[src/rtl/mem_access_cycle_pkg.sv]
// Shared encodings for the MEM-stage data-memory access unit: funct3 widths,
// writeback selects and the access FSM state type.
package mem_access_cycle_pkg;

   localparam logic [2:0] F3_B  = 3'b000;
   localparam logic [2:0] F3_H  = 3'b001;
   localparam logic [2:0] F3_W  = 3'b010;
   localparam logic [2:0] F3_BU = 3'b100;
   localparam logic [2:0] F3_HU = 3'b101;

   localparam logic [1:0] RS_ALU  = 2'b00;
   localparam logic [1:0] RS_LOAD = 2'b01;
   localparam logic [1:0] RS_PC4  = 2'b10;

   typedef enum logic {
      ST_IDLE = 1'b0,
      ST_WAIT = 1'b1
   } state_t;

   function automatic logic is_access(input logic mem_write, input logic [1:0] result_src);
      return mem_write | (result_src == RS_LOAD);
   endfunction

endpackage

[src/rtl/lsu_lane_align.sv]
// Byte-lane steering for stores, lane extraction/extension for loads, and
// natural-alignment checking for halfword/word accesses.
module lsu_lane_align
   import mem_access_cycle_pkg::*;
(
   input  logic        is_store,
   input  logic [2:0]  funct3,
   input  logic [1:0]  addr_lo,
   input  logic [31:0] wdata,
   input  logic [31:0] rdata,
   output logic [3:0]  be,
   output logic [31:0] wdata_lane,
   output logic [31:0] rdata_ext,
   output logic        misalign
);

   logic [31:0] rdata_sh;

   always_comb begin
      be         = '1;
      wdata_lane = wdata;
      misalign   = 1'b0;
      case (funct3[1:0])
         2'b00: begin
            if (is_store) begin
               be         = 4'b0001 << addr_lo;
               wdata_lane = {4{wdata[7:0]}};
            end
         end
         2'b01: begin
            misalign = addr_lo[0];
            if (is_store) begin
               be         = 4'b0011 << {addr_lo[1], 1'b0};
               wdata_lane = {2{wdata[15:0]}};
            end
         end
         2'b10:   misalign = (addr_lo != 2'b00);
         default: ;
      endcase
   end

   // Shifting the addressed lane down to bit 0 makes byte and halfword extraction uniform.
   assign rdata_sh = rdata >> {addr_lo, 3'b000};

   always_comb begin
      case (funct3)
         F3_B:    rdata_ext = {{24{rdata_sh[7]}}, rdata_sh[7:0]};
         F3_H:    rdata_ext = {{16{rdata_sh[15]}}, rdata_sh[15:0]};
         F3_BU:   rdata_ext = {24'h0, rdata_sh[7:0]};
         F3_HU:   rdata_ext = {16'h0, rdata_sh[15:0]};
         default: rdata_ext = rdata;
      endcase
   end

endmodule

[src/rtl/mem_access_cycle.sv]
// MEM stage: issues loads/stores to a handshaked data memory, stalls the
// pipeline while waiting, aborts on timeout and feeds the MEM/WB register.
module mem_access_cycle
   import mem_access_cycle_pkg::*;
#(
   parameter int unsigned MAX_WAIT = 16
) (
   input  logic        clk,
   input  logic        rst,
   input  logic        RegWriteM,
   input  logic        MemWriteM,
   input  logic [1:0]  ResultSrcM,
   input  logic [2:0]  Funct3M,
   input  logic [4:0]  RD_M,
   input  logic [31:0] ALU_ResultM,
   input  logic [31:0] WriteDataM,
   input  logic [31:0] PCPlus4M,
   output logic        dmem_req,
   output logic        dmem_we,
   output logic [31:0] dmem_addr,
   output logic [3:0]  dmem_be,
   output logic [31:0] dmem_wdata,
   input  logic        dmem_ack,
   input  logic [31:0] dmem_rdata,
   output logic        RegWriteW,
   output logic [1:0]  ResultSrcW,
   output logic [4:0]  RD_W,
   output logic [31:0] ALU_ResultW,
   output logic [31:0] ReadDataW,
   output logic [31:0] PCPlus4W,
   output logic        StallM,
   output logic        MisalignM,
   output logic        BusErrM
);

   localparam int unsigned CNT_W = (MAX_WAIT > 2) ? $clog2(MAX_WAIT) : 1;
   localparam logic [CNT_W-1:0] CNT_LAST = CNT_W'(MAX_WAIT - 1);

   state_t           state;
   logic [CNT_W-1:0] cnt;
   logic             access, misalign, in_idle, in_wait, timeout, req;
   logic [31:0]      rdata_ext;

   lsu_lane_align u_align (
      .is_store   (MemWriteM),
      .funct3     (Funct3M),
      .addr_lo    (ALU_ResultM[1:0]),
      .wdata      (WriteDataM),
      .rdata      (dmem_rdata),
      .be         (dmem_be),
      .wdata_lane (dmem_wdata),
      .rdata_ext  (rdata_ext),
      .misalign   (misalign)
   );

   assign access  = is_access(MemWriteM, ResultSrcM);
   assign in_idle = (state == ST_IDLE);
   assign in_wait = (state == ST_WAIT);

   // Status outputs are gated by rst so they fall the instant reset asserts, even mid-WAIT.
   // Ack on the final wait cycle wins over the timeout.
   assign timeout = rst & in_wait & (cnt == CNT_LAST) & ~dmem_ack;
   assign req     = rst & ((in_idle & access & ~misalign) | (in_wait & ~timeout));

   assign dmem_req  = req;
   assign dmem_we   = MemWriteM;
   assign dmem_addr = {ALU_ResultM[31:2], 2'b00};
   assign StallM    = req & ~dmem_ack;
   assign MisalignM = rst & in_idle & access & misalign;
   assign BusErrM   = timeout;

   always_ff @(posedge clk or negedge rst) begin
      if (!rst) begin
         state <= ST_IDLE;
         cnt   <= '0;
      end else begin
         case (state)
            ST_IDLE: begin
               if (req && !dmem_ack) begin
                  state <= ST_WAIT;
                  cnt   <= '0;
               end
            end
            ST_WAIT: begin
               if (dmem_ack || timeout) state <= ST_IDLE;
               else                     cnt   <= cnt + CNT_W'(1);
            end
            default: state <= ST_IDLE;
         endcase
      end
   end

   always_ff @(posedge clk or negedge rst) begin
      if (!rst) begin
         RegWriteW   <= 1'b0;
         ResultSrcW  <= '0;
         RD_W        <= '0;
         ALU_ResultW <= '0;
         ReadDataW   <= '0;
         PCPlus4W    <= '0;
      end else begin
         RegWriteW   <= RegWriteM & ~StallM & ~MisalignM & ~BusErrM;
         ResultSrcW  <= ResultSrcM;
         RD_W        <= RD_M;
         ALU_ResultW <= ALU_ResultM;
         ReadDataW   <= rdata_ext;
         PCPlus4W    <= PCPlus4M;
      end
   end

endmodule

[config.mk]
export PLATFORM = sky130hd
export DESIGN_NAME = mem_access_cycle
export DESIGN_NICKNAME = d
export VERILOG_FILES = /design/src/rtl/mem_access_cycle_pkg.sv /design/src/rtl/lsu_lane_align.sv /design/src/rtl/mem_access_cycle.sv
export SDC_FILE = /design/constraint.sdc
export NUM_CORES = 1
export LEC_CHECK = 0
export CORE_AREA = 2 2 124 126
export DETAILED_ROUTE_END_ITERATION = 7
export DIE_AREA = 0 0 126 128
export HOLD_SLACK_MARGIN = 0.02
export PLACE_DENSITY = 0.72
export SLEW_MARGIN = 5
export SYNTH_ARGS = -nofsm -noshare
export SYNTH_HDL_FRONTEND = slang
export SYNTH_SLANG_ARGS = --single-unit
[constraint.sdc]
create_clock -name clk -period 2.69 [get_ports clk]
set_clock_uncertainty 0.05 [all_clocks]
set_input_delay 0.538 -clock clk [delete_from_list [all_inputs] [get_ports clk]]
set_output_delay 0.538 -clock clk [all_outputs]
set_load 0.005 [all_outputs]
# Word-level counts from Yosys, hierarchy flattened

Cells that the tools add are included.

Shift-type cells: 3
Equality and inequality tests: 9
Reduce and logical (&&, ||, !) cells: 7
Bitwise logic cells: 22
$add $sub $neg: 1
$mul: 0
Order comparisons: 0
Muxes and demuxes: 14
Divide/modulo/power cells: 0

Operator list:

| operator                                            | count |
|---|---|
| case mux 32 bit (4 select lines)                    | 1 |
| two-way mux 32 bit                                  | 2 |
| case mux 32 bit (2 select lines)                    | 1 |
| >> shifter 32 x 5 -> 16 bit                         | 1 |
| two-way mux 4 bit                                   | 4 |
| case mux 4 bit (2 select lines)                     | 2 |
| bitwise AND 1 bit                                   | 14 |
| equality test 3 bit, second input constant          | 2 |
| NOT 1 bit                                           | 6 |
| adder 4 x 1 -> 4 bit, second input constant         | 1 |
| equality test 2 x 1 -> 1 bit, second input constant | 2 |
| equality test 4 bit, second input constant          | 1 |
| case mux 1 bit (2 select lines)                     | 2 |
| << shifter 1 x 2 -> 4 bit, first input constant     | 1 |
| << shifter 2 x 2 -> 4 bit, first input constant     | 1 |
| equality test 3 x 1 -> 1 bit, second input constant | 1 |
| zero test 3 bit                                     | 1 |
| equality test 2 bit, second input constant          | 1 |
| zero test 2 bit                                     | 1 |
| two-way mux 1 bit                                   | 2 |
| != test 2 x 1 -> 1 bit, second input constant       | 1 |
| != test 2 bit, second input constant                | 1 |
| bitwise OR 1 bit                                    | 2 |
| AND reduction 2 bit                                 | 1 |
| other kinds (4)                                     | 4 |

Bits in registers: 109
Memories: 0
ROM bits: 0
Input bits: 143
Bits in latches: 0
Bits in writable memories: 0

# Logic depth before layout (Yosys ltp)

Gate-level depths: netlist of the first run.

Depth in word-level cells: 12
Mapped depth: 7
Mapped depth without buffers: 6

# By module

A second synthesis of the first run with hierarchy kept.

Cells, all modules: 370
Area, all modules: 4555.6 µm²

Modules (own cells, without submodules):

| module           | cells each | area each (µm²) | sequential area each (µm²) | instances |
|---|---|---|---|---|
| mem_access_cycle | 175        | 3209.3          | 2727.6                     | 1 |
| lsu_lane_align   | 195        | 1346.3          | 0.0                        | 1 |

# Worst setup path after synthesis of the first run

Ideal clock, no wire load.

Path type: input port to output port
Start point: input Funct3M[1]
End point: output dmem_wdata[21]
Data required time: 2102 ps
Slack: 240 ps
Stages on the path: 6
Path buffers: 1
Arrival: 1862 ps
Cell sequence: inv_1 -> ha_1 -> or2_2 -> nand2_1 -> buf_2 -> mux2_2

Longest elaborated chain between the ends: 2
Elaborated cells on any way between the ends: 3

Ends and longest elaborated chain:

| what                                                                   | RTL line               | RTL |
|---|---|---|
| from (decl)                                                            | mem_access_cycle.sv:13 | `input logic [2:0] Funct3M,` |
| equality test 2 x 1 -> 1 bit / zero test 2 bit (equally long branches) | lsu_lane_align.sv:23   | `case (funct3[1:0])` |
| case mux 32 bit (2 select lines) (*)                                   | lsu_lane_align.sv:23   |  |
| to (decl)                                                              | mem_access_cycle.sv:22 | `output logic [31:0] dmem_wdata,` |

Mark *: on every way between the ends. The rest lies on a longest branch, timed or not.

# Worst setup path after layout of the first run

Start point: input Funct3M[1]
End point: output dmem_wdata[17]

The elaborated chain is that of the path after synthesis.

==> run_results.csv, run 1 <==
group,metric,value,unit
layout,antenna_cells,0,
critical_path,worstPathArrival,2.05,ns
critical_path,reg2reg_from,"in_wait",
sta,tns,0,ns
global_routing,grt_antenna_before_repair,0,
drt,vias,4025,
layout,layout.nets,817,
critical_path,rr_worst_depth,5,
hold_path,hp-class,"reg -> reg",
place,dpl_worst_slack,-0.568,ns
layout,final_common_cell,"clkdlybuf4s50_1",
yosys,syn-cell-area,0.00448,sq mm
floorplan,initial_core_util,0.302,
drt,drcViolationCount,0,
yosys,ys_types,45,
hold_path,holdPathStages,1,
yosys,synth.top_cells.by_area,"dfrtp_1, buf_4, a22o_1, mux2_2, a21o_1",
yosys,synthCells,364,
critical_path,crit_path_end_kind,"primary output",
drt,first_iter_violations,143,
critical_path,path_class,"in -> out",
power,power_density,504,mW/mm^2
clock_tree,cts_made_buffers,9,
sta,setup_viol,0,
global_routing,grt_pass1_vias,4398,
sta,rsz0062_at_grt,"false",
job,max_cap_viol_count,0,
clock_tree,insertion_delay,0.35,ns
sta,slew_violations,0,
global_routing,grt_use_total,0.192,
yosys,synth_edf_count,0,
hold_path,hold_start,"cnt[0]",
power,ir_worst_vdd,0.296,mV
hold_path,min_to,"cnt[0]",
clock_tree,cts_sinks,109,
power,leakagePower,0.00359,uW
clock_tree,clkTransAtPathRegs,0.07,ns
place,dpl.hpwl,12.6,mm
place,portBuffers,317,
place,gp_congestion,0.809,
drt,routed_via_density,4.66,
yosys,synthArstFlopShare,1.00,
sta,fin_crit,2.64,ns
floorplan,die-area,0.0161,sq mm
critical_path,rrSetupSlack,1.15,ns
critical_path,r2r_end,"cnt[2]",
critical_path,cp_cell_sequence,"clkdlybuf4s15_2 > inv_2 > ha_4 > or2_4 > nand2_4 > buf_4 > mux2_2 > dlygate4sd2_1",
clock_tree,ctsRootBufferMaster,"clkbuf_16",
critical_path,cp_slowest_cell,"mux2_2",
yosys,synth.avg_cell_area,12.3,sq um
critical_path,cp.required,2.10,ns
critical_path,start_kind,"primary input",
sta,period_share,0.982,
yosys,ys_seq_area_frac,0.609,
floorplan,ios,320,
yosys,synth_warnings,0,
sta,setup_ws,0.0475,ns
floorplan,die_h,128,um
floorplan,fp.dieW,126,um
clock_tree,h-tree-depth,3,
sta,slew_headroom,0.421,
yosys,ys_seq_elements,109,
global_routing,grt_max_degree,72,
layout,drive_gt1_frac,0.127,
drt,drtPass1Iterations,4,
floorplan,coreArea,0.0149,sq mm
yosys,synth.largest_area_cell,"dfrtp_1",
layout,fill_cells,1289,
drt,drt-wirelength-per-cell,18.4,um
drt,postRouteAntennaNets,0,
drt,routed_wl,15.9,mm
layout,area_growth,81.7,%
layout,final_cell_mix,"clkdlybuf4s50_1, dfrtp_1, buf_4, a22o_1, dlygate4sd2_1",
critical_path,cpPeakStageDelay,0.31,ns
global_routing,grt_pass1_wl,23.7,mm
outcome,status,"finished clean",
clock_tree,clk_path_buf_depth,2,
clock_tree,cts_tree,"yes",
critical_path,crit_path_max_fanout,7,
sta,final_hold_viol_count,0,
sta,fin_hold_ws,0.463,ns
sta,tightest_slew,0.869,ns
yosys,synth_top_area_frac,0.609,
yosys,synth_ff_type,"dfrtp_1",
global_routing,grt-ovfl-total,0,
sta,fmax,0.378,GHz
floorplan,core.rowCount,45,
through the flow:
stage	util	power, uW	cell area (sq um)	cells
3_5_place_dp	0.519	2840	7720	837
3_3_place_gp	0.519	2820	7720	837
5_1_grt	0.548	4300	8150	863
4_1_cts	0.546	4160	8120	863
2_1_floorplan	-	2150	4490	365
6_report	0.548	4110	8150	863
area by class of cell:
class	instances	area, sq um	share of cell area
sequential	109	2730	0.335
clock inverter	6	53.8	0.00661
inverter	9	33.8	0.00415
multi-input combinational	189	1380	0.169
clock buffer	10	239	0.0293
tap	188	235	0.0289
timing repair buffer	352	3480	0.427
state kept, by name (all words and copies together) (netlist names):
register     count
in_wait          1
RD_W             5
ReadDataW       32
ResultSrcW       2
PCPlus4W        32
RegWriteW        1
cnt              4
ALU_ResultW     32
metal layers:
metal / global-route usage / vias up / share of wire
met2: 0.365 / 218 / 0.54
met5: 0 / - / 0
met1: 0.192 / 1930 / 0.35
met3: 0.0526 / 32 / 0.074
li1: - / 1845 / -
met4: 0.0983 / 0 / 0.037
power by group:
part           internal (uW)  switching (uW)  total (uW)
logic                    620             370         990
clock network            672             630        1300
registers               1760            53.6        1820
total                   3050            1050        4110
worst max path at each step:
| stage | from | to | slack, ns |
|---|---|---|---|
| floorplan | Funct3M[1] | dmem_wdata[21] | 0.24 |
| finish | Funct3M[1] | dmem_wdata[17] | 0.05 |
| detailed placement | Funct3M[0] | dmem_wdata[21] | -0.57 |
| CTS | Funct3M[0] | dmem_wdata[17] | 0.002 |
| global placement | Funct3M[0] | dmem_wdata[16] | -0.55 |
| global route | Funct3M[1] | dmem_be[1] | 0.003 |
cell families (layout without fill, tap and decap cells):
logic type / count (synthesis) / count (layout) / synth area share
fa+ha+maj: 4 / 4 / 0.0112
mux: 14 / 14 / 0.0355
other cells: 1 / 2 / 0.000837
compound gates: 96 / 96 / 0.169
flops: 109 / 109 / 0.609
buf+inv: 67 / 377 / 0.0960
simple gates: 72 / 72 / 0.0773
xor+xnor: 1 / 1 / 0.00195
synthesized netlist by cell type, drive strengths merged, types with 4 or more instances:
cell / count
a21oi: 10
o22ai: 4
buf: 51
nand2: 21
nand2b: 9
nor2b: 8
a31oi: 4
inv: 9
ha: 4
nor2: 19
nand3: 6
a21o: 16
o21ai: 17
a22o: 24
mux2: 12
dfrtp: 109
a22oi: 4
clkbuf: 7
critical path, delay by kind of cell:
| kind | cells | cell delay, ns |
|---|---|---|
| adders and majority gates | 1 | 0.16 |
| muxes | 1 | 0.31 |
| buffers and inverters | 4 | 0.65 |
| and+or+nand+nor | 2 | 0.39 |
repair_timing:
item / in CTS / in global routing
gates resized for setup: 56 / 16
buffers inserted: 9 / 1
hold buffers: 1 / 0
setup endpoints to repair: 31 / 19
pin swaps: 4 / 4
hold endpoints to repair: 2 / 0
Note: power is estimated with default switching activity, not from simulation.
==> inputs of run 2 (changes only) <==
CAP_MARGIN = 5   (was not set)
==> results of run 2 <==
Final layout, timing and power as in run 1 (identical DEF).
